[src/rtl/mtimer_responder_if.sv]
// Request/response bus between the data-memory address decode and the machine timer.
interface mtimer_responder_if;
  logic        req_valid_i;
  logic        req_we_i;
  logic [31:0] req_addr_i;
  logic [1:0]  req_size_i;
  logic [31:0] req_wdata_i;
  logic        rsp_valid_o;
  logic [31:0] rsp_rdata_o;
  logic        rsp_err_o;

  modport master (
    output req_valid_i, req_we_i, req_addr_i, req_size_i, req_wdata_i,
    input  rsp_valid_o, rsp_rdata_o, rsp_err_o
  );

  modport slave (
    input  req_valid_i, req_we_i, req_addr_i, req_size_i, req_wdata_i,
    output rsp_valid_o, rsp_rdata_o, rsp_err_o
  );
endinterface

[src/rtl/mtimer_responder.sv]
// Memory-mapped mtime/mtimecmp responder with prescaled time base and registered mtip.
module mtimer_responder #(
  parameter int unsigned TICK_DIV = 1
) (
  input  logic                clk,
  input  logic                rst_n,
  input  logic                count_en_i,
  mtimer_responder_if.slave   bus,
  output logic                mtip_o
);

  localparam logic [15:0] PRE_LAST = 16'(TICK_DIV - 1);

  typedef enum logic [2:0] {
    SEL_NONE,
    SEL_MTIME_LO,
    SEL_MTIME_HI,
    SEL_CMP_LO,
    SEL_CMP_HI
  } sel_e;

  logic [63:0] mtime;
  logic [63:0] mtimecmp;
  logic [15:0] pre;
  sel_e        sel;
  logic [31:0] rd_mux;
  logic        wr;
  logic        mtime_wr;

  // Exact word match; misaligned or non-word accesses never decode.
  always_comb begin
    sel = SEL_NONE;
    if (bus.req_size_i == 2'b10 && bus.req_addr_i[1:0] == 2'b00) begin
      unique case (bus.req_addr_i)
        32'h0000_8004: sel = SEL_MTIME_LO;
        32'h0000_8008: sel = SEL_MTIME_HI;
        32'h0000_800C: sel = SEL_CMP_LO;
        32'h0000_8010: sel = SEL_CMP_HI;
        default:       sel = SEL_NONE;
      endcase
    end
  end

  always_comb begin
    rd_mux = '0;
    unique case (sel)
      SEL_MTIME_LO: rd_mux = mtime[31:0];
      SEL_MTIME_HI: rd_mux = mtime[63:32];
      SEL_CMP_LO:   rd_mux = mtimecmp[31:0];
      SEL_CMP_HI:   rd_mux = mtimecmp[63:32];
      default:      rd_mux = '0;
    endcase
  end

  assign wr       = bus.req_valid_i && bus.req_we_i;
  assign mtime_wr = wr && (sel == SEL_MTIME_LO || sel == SEL_MTIME_HI);

  always_ff @(posedge clk or negedge rst_n) begin
    if (!rst_n) begin
      mtime           <= '0;
      mtimecmp        <= '1;
      pre             <= '0;
      mtip_o          <= 1'b0;
      bus.rsp_valid_o <= 1'b0;
      bus.rsp_rdata_o <= '0;
      bus.rsp_err_o   <= 1'b0;
    end else begin
      bus.rsp_valid_o <= bus.req_valid_i;
      bus.rsp_err_o   <= bus.req_valid_i && (sel == SEL_NONE);
      bus.rsp_rdata_o <= (bus.req_valid_i && !bus.req_we_i) ? rd_mux : '0;

      mtip_o <= (mtime >= mtimecmp);

      // A store to mtime overrides any increment due this cycle and restarts the prescaler.
      if (mtime_wr) begin
        if (sel == SEL_MTIME_LO) mtime[31:0]  <= bus.req_wdata_i;
        else                     mtime[63:32] <= bus.req_wdata_i;
        pre <= '0;
      end else if (count_en_i) begin
        if (pre == PRE_LAST) begin
          mtime <= mtime + 64'd1;
          pre   <= '0;
        end else begin
          pre <= pre + 16'd1;
        end
      end

      if (wr && sel == SEL_CMP_LO) mtimecmp[31:0]  <= bus.req_wdata_i;
      if (wr && sel == SEL_CMP_HI) mtimecmp[63:32] <= bus.req_wdata_i;
    end
  end

endmodule
[src/flat_wrapper.sv]
// flat-port wrapper written by rule: the top's interface ports become plain ports
module mtimer_responder_flat 
#(
  parameter int unsigned TICK_DIV = 1
)
  (clk, rst_n, count_en_i, mtip_o, bus_req_valid_i, bus_req_we_i, bus_req_addr_i, bus_req_size_i, bus_req_wdata_i, bus_rsp_valid_o, bus_rsp_rdata_o, bus_rsp_err_o);
  mtimer_responder_if bus_i ();
  input  logic clk;
  input  logic rst_n;
  input  logic count_en_i;
  output logic mtip_o;
  input wire logic [$bits(bus_i.req_valid_i)-1:0] bus_req_valid_i;
  input wire logic [$bits(bus_i.req_we_i)-1:0] bus_req_we_i;
  input wire logic [$bits(bus_i.req_addr_i)-1:0] bus_req_addr_i;
  input wire logic [$bits(bus_i.req_size_i)-1:0] bus_req_size_i;
  input wire logic [$bits(bus_i.req_wdata_i)-1:0] bus_req_wdata_i;
  output wire logic [$bits(bus_i.rsp_valid_o)-1:0] bus_rsp_valid_o;
  output wire logic [$bits(bus_i.rsp_rdata_o)-1:0] bus_rsp_rdata_o;
  output wire logic [$bits(bus_i.rsp_err_o)-1:0] bus_rsp_err_o;
  assign bus_i.req_valid_i = bus_req_valid_i;
  assign bus_i.req_we_i = bus_req_we_i;
  assign bus_i.req_addr_i = bus_req_addr_i;
  assign bus_i.req_size_i = bus_req_size_i;
  assign bus_i.req_wdata_i = bus_req_wdata_i;
  assign bus_rsp_valid_o = bus_i.rsp_valid_o;
  assign bus_rsp_rdata_o = bus_i.rsp_rdata_o;
  assign bus_rsp_err_o = bus_i.rsp_err_o;
  mtimer_responder #(.TICK_DIV(TICK_DIV)) u_core (.clk(clk), .rst_n(rst_n), .count_en_i(count_en_i), .bus(bus_i), .mtip_o(mtip_o));
endmodule
[config.mk]
export PLATFORM = sky130hd
export DESIGN_NAME = mtimer_responder_flat
export DESIGN_NICKNAME = d
export VERILOG_FILES = /design/src/rtl/mtimer_responder_if.sv /design/src/rtl/mtimer_responder.sv /design/src/flat_wrapper.sv
export SDC_FILE = /design/constraint.sdc
export NUM_CORES = 1
export LEC_CHECK = 0
export CAP_MARGIN = 20
export CORE_MARGIN = 2
export CORE_UTILIZATION = 60
export DETAILED_ROUTE_END_ITERATION = 10
export GPL_ROUTABILITY_DRIVEN = 1
export HOLD_SLACK_MARGIN = 0.1
export PLACE_DENSITY = 0.87
export SLEW_MARGIN = 25
export SYNTH_ARGS = -nofsm -noshare
export SYNTH_HDL_FRONTEND = slang
export SYNTH_SLANG_ARGS = --single-unit
[constraint.sdc]
create_clock -name clk -period 6.75 [get_ports clk]
set_clock_uncertainty 0.15 [all_clocks]
set_input_delay 1.35 -clock clk [delete_from_list [all_inputs] [get_ports clk]]
set_output_delay 1.35 -clock clk [all_outputs]
set_load 0.005 [all_outputs]
After elaboration in Yosys (flattened, before gate mapping)
Cells that the tools add are included.

Magnitude comparators: 1. Muxes and demuxes: 12. $mul: 0. Equality and inequality tests: 11. Shifts and indexed selects: 0. Bitwise operators: 0. Div/mod/pow operators: 0. $add $sub $neg: 2. Reduce and logical (&&, ||, !) cells: 16.

Operators with widths (number): two-way mux 64 bit (3); equality test 32 x 16 -> 1 bit (second input constant) (4); case mux 32 bit (4 select lines) (1); two-way mux 32 bit (3); adder 64 x 1 -> 64 bit (second input constant) (1); >= comparator 64 bit (1); two-way mux 16 bit (3); adder 16 x 1 -> 16 bit (second input constant) (1); zero test 16 bit (1); case mux 3 bit (4 select lines) (1); logical AND 1 bit (7); equality test 3 x 2 -> 1 bit (second input constant) (2); AND reduction 3 bit (2); != test 2 bit (second input constant) (2); nonzero test 2 bit (2); equality test 3 x 1 -> 1 bit (second input constant) (1); equality test 3 bit (second input constant) (1); zero test 3 bit (1); two-way mux 3 bit (1); equality test 2 bit (second input constant) (1); zero test 2 bit (1); zero test 1 bit (1); logical OR 1 bit (1).

Bits in latches: 0. Register bits: 179. Memory bits (read-only): 0. RAM bits: 0. Memories: 0. Output and inout port bits: 35.

Logic depth before layout (Yosys ltp)
Word-level depth: 8. Gate-level depth with buffers: 10.

Worst setup path before layout
Ideal clock, no wire load.

Kind: input to register. Start point: input port bus_req_addr_i[23]. End point: register u_core.bus.rsp_rdata_o[10]. Buffers on the path: 3. Cell stages on the path: 8. Setup slack: 3380 ps. Arrival: 3147 ps. Cell sequence: nor4_1 > nand4_2 > or2_1 > buf_6 > or4b_4 > buf_6 > buf_6 > nor2_1.

Cells in the longest elaborated chain, start to end: 6.

RTL lines: start, declared (line flat_wrapper.sv:14) `input wire logic [$bits(bus_i.req_addr_i)-1:0] bus_req_addr_i;`; equality test 32 x 16 -> 1 bit (line mtimer_responder.sv:34) `unique case (bus.req_addr_i)`; case mux 3 bit (4 select lines) * (line mtimer_responder.sv:34); two-way mux 3 bit * (line mtimer_responder.sv:33) `if (bus.req_size_i == 2'b10 && bus.req_addr_i[1:0] == 2'b00) begin`; equality test 3 bit (tied with other cells) (line mtimer_responder.sv:46) `unique case (sel)`; case mux 32 bit (4 select lines) * (line mtimer_responder.sv:46); two-way mux 32 bit * (line mtimer_responder.sv:70) `bus.rsp_rdata_o <= (bus.req_valid_i && !bus.req_we_i) ? rd_mux : '0;`; end signal, assigned (line mtimer_responder.sv:70); end, declared (line mtimer_responder_if.sv:19) `output rsp_valid_o, rsp_rdata_o, rsp_err_o`.

Every way passes the cells marked *; elsewhere a longest branch is shown, timed or not. A chain may end at the register's enable or synchronous reset.

Worst setup path in the final report
Start point: input port bus_req_addr_i[19]. End point: register u_core.mtimecmp[51].

Cells in the longest elaborated chain, start to end: 5.

RTL lines: equality test 32 x 16 -> 1 bit (line mtimer_responder.sv:34); case mux 3 bit (4 select lines) * (line mtimer_responder.sv:34); two-way mux 3 bit * (line mtimer_responder.sv:33); equality test 3 bit * (line mtimer_responder.sv:89) `if (wr && sel == SEL_CMP_HI) mtimecmp[63:32] <= bus.req_wdata_i;`; logical AND 1 bit * (line mtimer_responder.sv:89); end signal, assigned (line mtimer_responder.sv:89); end, declared (line mtimer_responder.sv:23) `logic [63:0] mtimecmp;`.

Marked as above.

==> impl_metrics.py <==
metrics = {
    "cells_and_area": {
        "final_util_pct": 70.9,
        "nNetsFinal": 1441,
        "n_fill_cell": 1363,
        "area_growth_pct": 15.9,
        "final_layout_size_suffix_gt1_share_pct": 10.8,
        "design_area_um2": 12700,
        "diodes": 0,
    },
    "timing": {
        "fin_setup_tns_ps": 0,
        "report.final.slew_viol_count": 0,
        "rsz0062_at_grt": "no",
        "layout_worst_path_cycle_share_pct": 67.1,
        "maxSlewHeadroom_pct": 32.4,
        "final_hold_viol_count": 0,
        "setup_viol": 0,
        "tightestPinTransition_ps": 1010,
        "fmax_mhz": 221,
        "period_minus_slack_ps": 4530,
    },
    "worst_setup_path": {
        "rr_worst_depth": 7,
        "arrival_ps": 4750,
        "crit_path_end_kind": "flop",
        "worst_setup_path_start_kind": "input port",
        "worst-setup-path-type": "in2reg",
        "critPathMaxFanout": 38,
        "worstPathRequired_ps": 6970,
    },
    "min_path": {
        "hold_path_depth": 2,
        "hold_class": "reg2reg",
    },
    "routing": {
        "drc_errors": 0,
        "routedWlPerCell_um": 21.0,
        "first_iter_violations": 1651,
        "ant_nets": 0,
        "routed_via_density": 6.87,
        "routed-via-count": 10612,
        "wl_um": 32400,
        "drt_first_pass_iters": 8,
    },
    "floorplan": {
        "core_area_um2": 18000,
        "fp-row-count": 49,
        "die-area_um2": 19400,
        "die_height_um": 139,
        "start_util_pct": 61.2,
        "io_pins": 106,
        "die_w_um": 139,
    },
    "synth": {
        "synthArstFlopShare_pct": 100,
        "synthDistinctLibCells": 72,
        "syn-instance-count": 1240,
        "synthTopCellsByArea": "dfrtp_1 (26%), dfstp_2 (15%), ha_1 (7.6%), o21ai_0 (5.9%), a21oi_1 (4.1%)",
        "synth_flop_cell": "dfrtp_1",
        "synth_top_area_share_pct": 26.2,
        "yosysMostFrequentCell": "o21ai_0",
        "yosys_warnings": 0,
        "synth_largest_area_cell": "dfrtp_1",
        "syn_nets": 1378,
        "synth_common_cells": "o21ai_0 (129), nand2_1 (116), dfrtp_1 (115), nor2_1 (102), a21oi_1 (90)",
        "syn_avg_cell_area_um2": 8.87,
        "synth-edff-count": 0,
        "synth_seq_cells": 179,
        "synth_seq_area_share_pct": 41.5,
        "syn_area_um2": 11000,
    },
    "place": {
        "port_buffers": 105,
        "gp_congestion": 0.971,
        "post_dp_cell_area_um2": 12100,
        "hpwl_um": 22000,
    },
    "pwr": {
        "ir_drop_mv": 0.295,
        "power.density_nw_per_um2": 189,
        "leakagePower_nw": 5.57,
    },
    "global_route": {
        "grt_start_max_net_pins": 79,
        "gr-usage-all-layers_pct": 33.6,
        "first_global_vias": 10213,
        "grt_overflow": 0,
        "antenna_found_initial": 0,
        "grt_first_pass_wirelength_um": 52900,
    },
    "outcome": {
        "outcome": "finished, final reports clean",
    },
    "clock_network": {
        "clk_path_buf_depth": 2,
        "root_buffer": "clkbuf_16",
        "cts_buffers": 17,
        "clkSinkCount": 179,
        "cts.clk_slew.worst_paths_ps": 70,
        "holdBufCountCts": 0,
        "worstSkewPairLatency_ps": 440,
        "cts_resized": 0,
        "post_cts_buffers": 0,
        "htreeDepth": 4,
        "cts_tree": "built",
    },
    "job": {
        "max-cap-violations": 0,
    },
}
[layout make-up]
type	count	area [um2]	share of cell area [%]
multi-input combinational	905	5840	45.8
timing repair buffer	121	1180	9.23
clock inverter	8	101	0.795
sequential	179	4560	35.8
tap	229	287	2.25
clock buffer	24	482	3.78
inverter	79	297	2.33
[layer usage]
layer  up-vias  GRT usage [%]  part of all wire [%]
li1       4748              -                     -
met1      5102           45.5                    40
met2       650           52.5                    47
met3       112           7.40                    10
met4         0           14.0                   3.5
met5         -              0                     0
[logic make-up (layout without fill, tap and decap cells)]
kind of cell | Yosys count | count (layout) | share of synthesized area, %
AOI/OAI and AO/OA | 419 | 419 | 24.9
xor gates and xnor gates | 6 | 6 | 0.478
adders and majority gates | 67 | 67 | 7.62
buffers and inverters | 156 | 232 | 5.97
DFF | 179 | 179 | 41.5
muxes | 4 | 4 | 0.376
and+or+nand+nor | 409 | 409 | 19.2
[layout by cell type, fill, tap and decap left out, types with 5 or more instances in the layout]
cell	count
clkbuf_16	17
nand2_1	116
o22ai_1	13
a2bb2oi_1	9
clkdlybuf4s50_1	104
xor2_1	5
nand4_1	28
nor4_2	6
o21ai_1	11
o22a_1	11
o21ai_0	129
buf_4	15
dfstp_2	64
ha_1	67
nand2b_1	5
o2111ai_1	5
a31oi_1	19
and4_1	13
nor3_1	19
a21oi_1	90
nand3_1	34
dfrtp_1	115
inv_1	79
and3_1	23
o31ai_1	8
a211oi_1	5
o21a_1	9
a22o_1	29
a222oi_1	32
or3_1	5
nor4_1	19
nor2_1	98
a21o_1	9
[sequential cells by signal (all words and copies together), names as in the netlist]
| name | cells |
|---|---|
| u_core.mtip_o | 1 |
| u_core.mtimecmp | 64 |
| u_core.mtime | 64 |
| u_core.bus.rsp_err_o | 1 |
| u_core.bus.rsp_rdata_o | 32 |
| u_core.pre | 16 |
| u_core.bus.rsp_valid_o | 1 |
[critical path, stage by stage]
cell	delay, ps
clkdlybuf4s50_1	430
nor4_1	380
nand4_1	440
or2_1	560
nor3_4	900
buf_4	470
nand2_1	110
o21ai_0	90
[path summary, 6_finish.rpt]
| check | slack (ps) | startpoint | endpoint |
|---|---|---|---|
| hold reg to reg | 360 | u_core.mtimecmp[22] | u_core.mtimecmp[22] |
| hold / removal | 360 | u_core.mtimecmp[22] | u_core.mtimecmp[22] |
| min in group asynchronous | 780 | rst_n | u_core.bus.rsp_rdata_o[4] |
| setup / recovery | 2220 | bus_req_addr_i[19] | u_core.mtimecmp[51] |
| max in group asynchronous | 4330 | rst_n | u_core.mtime[23] |
| setup reg to reg | 3310 | u_core.pre[12] | u_core.mtime[28] |
[where the power goes]
part	total, W	switching, W	internal, W
combinational	0.000234	0.000135	0.0000989
clock	0.00101	0.000431	0.000575
sequential	0.00117	0.0000601	0.00111
total	0.00241	0.000626	0.00178
[through the flow]
step                      cells  hold slack (ps)  power (W)  worst slack, ps
after global placement     1512              350    0.00140             1800
after detailed placement   1512              352    0.00141             1710
after global routing       1545              388    0.00248             1990
after floorplan            1240              326    0.00128             3380
after CTS                  1544              366    0.00240             2140
final                      1545              362    0.00241             2220
(Power assumes the default switching activity.)
